===== src/rtl/if_bus_if.sv =====
// Instruction-fetch bus interface: runs a req/grant/strobe/ready read for the IF-stage PC and hands the word to IF/ID.
// Optional ACCESS timeout with one-cycle bus_err pulse when IF_BUS_TIMEOUT_EN is defined.
module if_bus_if #(
  parameter int unsigned       ADDR_W   = 30,
  parameter int unsigned       DATA_W   = 32,
  parameter logic [DATA_W-1:0] NOP_INSN = DATA_W'(32'h0000_0000)
`ifdef IF_BUS_TIMEOUT_EN
  ,
  parameter int unsigned       TIMEOUT_CYC = 255
`endif
) (
  input  logic              clk,
  input  logic              reset_,
  input  logic              stall,
  input  logic              flush,
  input  logic [ADDR_W-1:0] addr,
  output logic [DATA_W-1:0] insn,
  output logic              busy,
  output logic              bus_req,
  input  logic              bus_grnt,
  output logic              bus_as_,
  output logic [ADDR_W-1:0] bus_addr,
  input  logic              bus_rdy_,
  input  logic [DATA_W-1:0] bus_rd_data
`ifdef IF_BUS_TIMEOUT_EN
  ,
  output logic              bus_err
`endif
);

  typedef enum logic [1:0] {
    ST_IDLE   = 2'd0,
    ST_REQ    = 2'd1,
    ST_ACCESS = 2'd2,
    ST_WAIT   = 2'd3
  } state_e;

  state_e            state_q,      state_d;
  logic              bus_req_q,    bus_req_d;
  logic              bus_as_n_q,   bus_as_n_d;
  logic [ADDR_W-1:0] bus_addr_q,   bus_addr_d;
  logic [DATA_W-1:0] rd_buf_q,     rd_buf_d;
  logic              flush_pend_q, flush_pend_d;

`ifdef IF_BUS_TIMEOUT_EN
  localparam int unsigned TMO_W = 8;
  logic [TMO_W-1:0]  tmo_cnt_q,    tmo_cnt_d;
  logic              bus_err_q,    bus_err_d;
`endif

  // State and bus-side registers; reset releases the bus immediately.
  always_ff @(posedge clk or negedge reset_) begin
    if (!reset_) begin
      state_q      <= ST_IDLE;
      bus_req_q    <= 1'b0;
      bus_as_n_q   <= 1'b1;
      bus_addr_q   <= '0;
      rd_buf_q     <= NOP_INSN;
      flush_pend_q <= 1'b0;
`ifdef IF_BUS_TIMEOUT_EN
      tmo_cnt_q    <= '0;
      bus_err_q    <= 1'b0;
`endif
    end else begin
      state_q      <= state_d;
      bus_req_q    <= bus_req_d;
      bus_as_n_q   <= bus_as_n_d;
      bus_addr_q   <= bus_addr_d;
      rd_buf_q     <= rd_buf_d;
      flush_pend_q <= flush_pend_d;
`ifdef IF_BUS_TIMEOUT_EN
      tmo_cnt_q    <= tmo_cnt_d;
      bus_err_q    <= bus_err_d;
`endif
    end
  end

  // Next-state, bus-register updates and the combinational pipeline-side outputs.
  always_comb begin
    state_d      = state_q;
    bus_req_d    = bus_req_q;
    bus_as_n_d   = bus_as_n_q;
    bus_addr_d   = bus_addr_q;
    rd_buf_d     = rd_buf_q;
    flush_pend_d = flush_pend_q;
    insn         = NOP_INSN;
    busy         = 1'b0;
`ifdef IF_BUS_TIMEOUT_EN
    tmo_cnt_d    = tmo_cnt_q;
    bus_err_d    = 1'b0;
`endif

    case (state_q)
      ST_IDLE: begin
        if (!flush) begin
          busy      = 1'b1;
          bus_req_d = 1'b1;
          state_d   = ST_REQ;
        end
      end

      ST_REQ: begin
        if (flush) begin
          bus_req_d = 1'b0;
          state_d   = ST_IDLE;
        end else begin
          busy = 1'b1;
          if (bus_grnt) begin
            bus_as_n_d   = 1'b0;
            bus_addr_d   = addr;
            flush_pend_d = 1'b0;
`ifdef IF_BUS_TIMEOUT_EN
            tmo_cnt_d    = '0;
`endif
            state_d      = ST_ACCESS;
          end
        end
      end

      ST_ACCESS: begin
        bus_as_n_d = 1'b1;
        if (!bus_rdy_) begin
          bus_req_d    = 1'b0;
          flush_pend_d = 1'b0;
          state_d      = ST_IDLE;
          // A flush seen now or earlier in this access discards the returned word.
          if (!(flush || flush_pend_q)) begin
            insn     = bus_rd_data;
            rd_buf_d = bus_rd_data;
            if (stall) begin
              state_d = ST_WAIT;
            end
          end
        end else begin
`ifdef IF_BUS_TIMEOUT_EN
          if (tmo_cnt_q == TMO_W'(TIMEOUT_CYC - 1)) begin
            bus_err_d    = 1'b1;
            bus_req_d    = 1'b0;
            flush_pend_d = 1'b0;
            state_d      = ST_IDLE;
          end else begin
            busy      = 1'b1;
            tmo_cnt_d = tmo_cnt_q + TMO_W'(1);
            if (flush) begin
              flush_pend_d = 1'b1;
            end
          end
`else
          busy = 1'b1;
          if (flush) begin
            flush_pend_d = 1'b1;
          end
`endif
        end
      end

      ST_WAIT: begin
        if (flush) begin
          state_d = ST_IDLE;
        end else begin
          insn = rd_buf_q;
          if (!stall) begin
            state_d = ST_IDLE;
          end
        end
      end

      default: begin
        state_d = ST_IDLE;
      end
    endcase
  end

  assign bus_req  = bus_req_q;
  assign bus_as_  = bus_as_n_q;
  assign bus_addr = bus_addr_q;
`ifdef IF_BUS_TIMEOUT_EN
  assign bus_err  = bus_err_q;
`endif

endmodule


===== config.mk =====
export PLATFORM = sky130hd
export DESIGN_NAME = if_bus_if
export DESIGN_NICKNAME = d
export VERILOG_FILES = /design/src/rtl/if_bus_if.sv
export SDC_FILE = /design/constraint.sdc
export NUM_CORES = 1
export LEC_CHECK = 0
export BUFFER_PORTS_ARGS = -buffer_cell sky130_fd_sc_hd__buf_2
export CORE_AREA = 2 2 82 84
export CTS_BUF_LIST = sky130_fd_sc_hd__clkbuf_8
export CTS_CLUSTER_DIAMETER = 50
export DETAILED_ROUTE_END_ITERATION = 16
export DIE_AREA = 0 0 84 86
export PLACE_DENSITY = 0.81
export SLEW_MARGIN = 0
export SYNTH_ARGS = -nofsm -noshare
export SYNTH_HDL_FRONTEND = slang
export SYNTH_SLANG_ARGS = --single-unit

===== constraint.sdc =====
create_clock -name clk -period 2.2 [get_ports clk]
set_clock_uncertainty 0.2 [all_clocks]
set_input_delay 0.33 -clock clk [delete_from_list [all_inputs] [get_ports clk]]
set_output_delay 0.33 -clock clk [all_outputs]
set_load 0.005 [all_outputs]

# [Word-level counts from Yosys, hierarchy flattened]
# Cells that the tools add are included.
[word_totals] wordCells=57 out_inout_bits=65 input_bits=68 regBits=67
[op_classes] n_eq_ne=11 reduce_logical=11 muxes=26 bitwise=3
[op_table] op="32-bit 2-to-1 mux" count=3
[op_table] op="32-bit one-hot mux with 2 select lines" count=1
[op_table] op="2-bit 2-to-1 mux" count=8
[op_table] op="4-bit AND reduction" count=3
[op_table] op="2-bit != test, second input constant" count=5
[op_table] op="1-bit 2-to-1 mux" count=9
[op_table] op="3-bit != test, second input constant" count=3
[op_table] op="3-bit AND reduction" count=3
[op_table] op="2-bit one-hot mux with 4 select lines" count=1
[op_table] op="1-bit one-hot mux with 2 select lines" count=3
[op_table] op="2-bit equality test, second input constant" count=2
[op_table] op="1-bit NOT" count=3
[op_table] op="1-bit one-hot mux with 3 select lines" count=1
[op_table] op="3-bit nonzero test" count=1
[op_table] op="2-bit by 1-bit equality test with 1-bit output, second input constant" count=1
[op_table] op="2-bit zero test" count=1
[op_table] op="2-bit nonzero test" count=1
[op_table] op="2-bit OR reduction" count=1
[op_table] op="1-bit logical OR" count=1

# [Depth between registers and ports, before layout]
[logic_depth] ltp_word=4 depth_mapped=7 mapped_depth_nobuf=6

# [Worst setup path after synthesis]
# OpenSTA, ideal clock, no wires.
[synth_timing] kind="register -> output" from="reg state_q[0]" to="out insn[0]" path_stages_with_launch=7 slack_ns=0.267 t_required_ns=1.670 arrival_ns=1.403 path_cell_list="dfrtp_1 inv_1 ha_1 nor4b_2 buf_6 buf_4 a22o_1"
[synth_between] elab_chain_len=2 elab_cells_between_ends=3 cone_classes="eq/ne: 2; mux: 1"
[synth_rtl] element="from (decl)" line_no="38" rtl="state_e state_q, state_d;"
[synth_rtl] element="from (signal assigned)" line_no="65" rtl="state_q <= state_d;"
[synth_rtl] element="2-bit equality test" line_no="93" rtl="case (state_q)"
[synth_rtl] element="32-bit one-hot mux with 2 select lines *" line_no="93"
[synth_rtl] element="to (decl)" line_no="17" rtl="output logic [DATA_W-1:0] insn,"
# Mark *: on every way between the ends. The rest lies on a longest branch, timed or not.

# [Final worst setup path]
[layout_timing] from="reg state_q[0]" to="out insn[14]"
# The elaborated chain is that of the path after synthesis.

==> flow_summary.yaml <==
status:
  status: "finished, violations left"
  violations: "setup timing"
place:
  dp_cells: 412
  numPortBuffers: 132
  place_hpwl_um: 4420
  gp_congestion: 0.778
routing:
  ant_nets: 0
  drtIter0Drc: 52
  route.vias.total: 2378
  drtPass1Iterations: 4
  wl_um: 7380
  wire_per_inst_um: 16.5
  viasPerCell: 5.31
  drc: 0
min_path:
  hp-class: "in2reg"
  worstHoldStart: "addr[27]"
sta:
  finalHoldViolations: 0
  setup_tns_ns: -5.48
  setup_ws_ns: -0.244
  rsz0062_at_grt: "true"
  finalSetupViolCount: 49
  fmax_mhz: 409
  fin_crit_ns: 2.44
  slew_headroom_pct: 72.8
  finalCritPeriodShare_pct: 111
  worstMarginPinSlew_ns: 0.408
  maxSlewViolCount: 0
clocking:
  clockRootBuffer: "clkbuf_8"
  insertion_delay_ns: 0.32
  cts_sinks: 67
  max-clock-path-buffers: 2
  cts_tree: "done"
  cts_buffers: 9
  htreeDepth: 3
  clkTransAtPathRegs_ns: 0.07
pwr:
  sequentialPowerShare_pct: 45.7
  power.total_uw: 4650
  peakVddDrop_mv: 0.734
  p_sw_uw: 1360
  netSwitchingFraction_pct: 29.2
  p_int_uw: 3290
  clkPwrFrac_pct: 19.5
  p_leak_uw: 0.00220
  power-per-cell-area_nw_per_um2: 1090
  p_comb_share_pct: 34.7
floorplan:
  rows: 29
  die_x_um: 84
  start_util_pct: 48.3
  dieArea_um2: 7220
  boundaryPins: 133
  coreArea_um2: 6280
  die_h_um: 86
global_routing:
  grt_usage_pct: 19.4
  grt_pass1_wl_um: 11100
  grt_pass1_vias: 2370
  antenna_found_initial: 0
  grt_max_degree: 68
  grt_overflow: 0
critical_path:
  crit_type: "reg2out"
  crit_path_end_kind: "output pin"
  r2r_start: "state_q[0]"
  required_ns: 1.67
  regToRegSetupSlack_ns: -0.02
  cp.arrival_ns: 1.91
  cp-start-kind: "flop"
  worstPathMaxFanout: 8
  crit_start: "state_q[0]"
cells_and_area:
  seqCellArea_um2: 1680
  nNetsFinal: 439
  areaGrowthSynthToFinish_pct: 41.3
  final-instance-count-excl-fill: 448
  multiInputGateArea_um2: 1260
  nFillCells: 470
  antennaDiodeCount: 0
  layout-drive-gt1-share_pct: 67.1
synth:
  ys_warn_count: 0
  syn_inst: 209
  synth.cell_area_um2: 3030
  syn-num-nets: 281
  avgSynthCellArea_um2: 14.5
  seq_area_frac_synth_pct: 55.3
  yosysUniqueCellTypes: 23
  synth-seq-cells: 67
run:
  drv_cap: 0
==> metrics by stage <==
step	setup WS (ns)	hold slack, ns	utilization (%)	area [µm²]
after floorplan	0.267	-0.166	-	3030
after global placement	-0.199	0.174	59.8	3750
after detailed placement	-0.202	0.172	59.8	3750
after CTS	-0.199	0.0110	66.4	4170
after global routing	-0.358	0.0134	68.2	4280
final	-0.244	0.0333	68.2	4280
==> cells in the final DEF, fill, tap and decap left out <==
master / netlist / layout
a21oi_1: 3 / 1
a21oi_2: 0 / 2
a22o_1: 33 / 33
buf_12: 3 / 5
buf_16: 0 / 2
buf_2: 0 / 132
buf_4: 3 / 13
buf_6: 4 / 3
buf_8: 0 / 1
clkbuf_16: 0 / 3
clkbuf_8: 0 / 12
clkinv_2: 0 / 2
dfrtp_1: 66 / 66
dfstp_2: 1 / 1
dlygate4sd3_1: 0 / 1
ha_1: 4 / 2
ha_2: 0 / 1
ha_4: 0 / 1
inv_1: 4 / 4
inv_4: 0 / 1
mux2_2: 63 / 63
mux2i_1: 1 / 1
nand2_1: 6 / 5
nand2_2: 1 / 1
nand2_4: 0 / 1
nand3_1: 1 / 1
nand4bb_1: 1 / 1
nor2_1: 1 / 1
nor2b_1: 3 / 2
nor2b_4: 0 / 3
nor4b_4: 0 / 1
o21ai_0: 3 / 2
o21ai_2: 0 / 1
o31ai_1: 1 / 1
o41ai_1: 1 / 1
==> final timing paths <==
path / endpoint / cells after the start
setup reg to reg: rd_buf_q[17] / 9
setup / recovery: insn[14] / 9
min in group asynchronous: rd_buf_q[12] / 3
hold / removal: bus_addr[27] / 2
hold reg to reg: bus_req / 2
max in group asynchronous: bus_as_ / 3
==> registers in the layout (all words and copies together), names as in the netlist <==
name          flops
flush_pend_q      1
bus_req           1
state_q           2
rd_buf_q         32
bus_addr         30
bus_as_           1
==> routing by layer <==
| metal | up-vias | share of wire (%) | global-route usage (%) |
|---|---|---|---|
| met4 | 0 | 1.1 | 7.48 |
| met5 | - | 0 | 0 |
| li1 | 1096 | - | - |
| met2 | 114 | 49 | 32.0 |
| met1 | 1161 | 41 | 24.0 |
| met3 | 7 | 8.7 | 6.16 |
==> repair_timing <==
action	CTS	global route
pin swaps	17	22
setup endpoints to repair	32	66
gates cloned	4	4
endpoints found under the hold margin	66	0
hold buffers	1	0
buffers inserted	11	4
resized for setup	13	8
==> area by class of cell <==
type                    count  share of cell area (%)
clock buffers              12                    3.86
clock inverters             3                   0.321
multi-input cells         125                    29.5
flip-flops and latches     67                    39.2
well taps                  77                    2.25
repair buffers            160                    24.5
inverters                   4                   0.409
==> synthesized netlist by cell type <==
| cell type | instances | share of area [%] |
|---|---|---|
| nand3_1 | 1 | 0.16 |
| mux2_2 | 63 | 23 |
| inv_1 | 4 | 0.50 |
| o21ai_0 | 3 | 0.50 |
| a22o_1 | 33 | 9.5 |
| dfrtp_1 | 66 | 54 |
| ha_1 | 4 | 1.7 |
| nand2_2 | 1 | 0.21 |
| nand4bb_1 | 1 | 0.37 |
| buf_12 | 3 | 2.0 |
| nand2_1 | 6 | 0.74 |
| mux2i_1 | 1 | 0.33 |
| buf_6 | 4 | 1.5 |
| o41ai_1 | 1 | 0.29 |
| o31ai_1 | 1 | 0.25 |
| nor2_1 | 1 | 0.12 |
| a21oi_1 | 3 | 0.50 |
| buf_4 | 3 | 0.74 |
| nor2b_1 | 3 | 0.62 |
| clkbuf_1 | 4 | 0.50 |
| nor2b_2 | 1 | 0.29 |
| nor4b_2 | 1 | 0.50 |
| dfstp_2 | 1 | 0.87 |
==> power by group through the flow <==
stage	Combinational, µW	Sequential, µW	Clock (µW)
2_1_floorplan	817	2110	0
3_3_place_gp	1390	2100	0
3_5_place_dp	1440	2130	0
4_1_cts	1560	2110	934
5_1_grt	1760	2190	990
6_report	1620	2130	908
==> worst max-delay path, cell delays in order, from the launching register on <==
cell,delay [ns]
dfrtp_1,0.39
buf_6,0.13
inv_4,0.05
ha_4,0.12
nor4b_4,0.23
buf_4,0.18
buf_6,0.10
buf_12,0.11
a22o_1,0.15
buf_2,0.12
==> kinds of logic (layout without fill, tap and decap cells) <==
family / Yosys count / in the layout / share of synthesized area [%]
buffers and inverters: 18 / 179 / 5.20
adders and majority gates: 4 / 4 / 1.65
muxes: 64 / 64 / 23.7
and+or+nand+nor: 15 / 16 / 3.01
DFF: 67 / 67 / 55.3
AOI/OAI and AO/OA: 41 / 41 / 11.1
No activity file was read; power rests on OpenSTA's default activity.
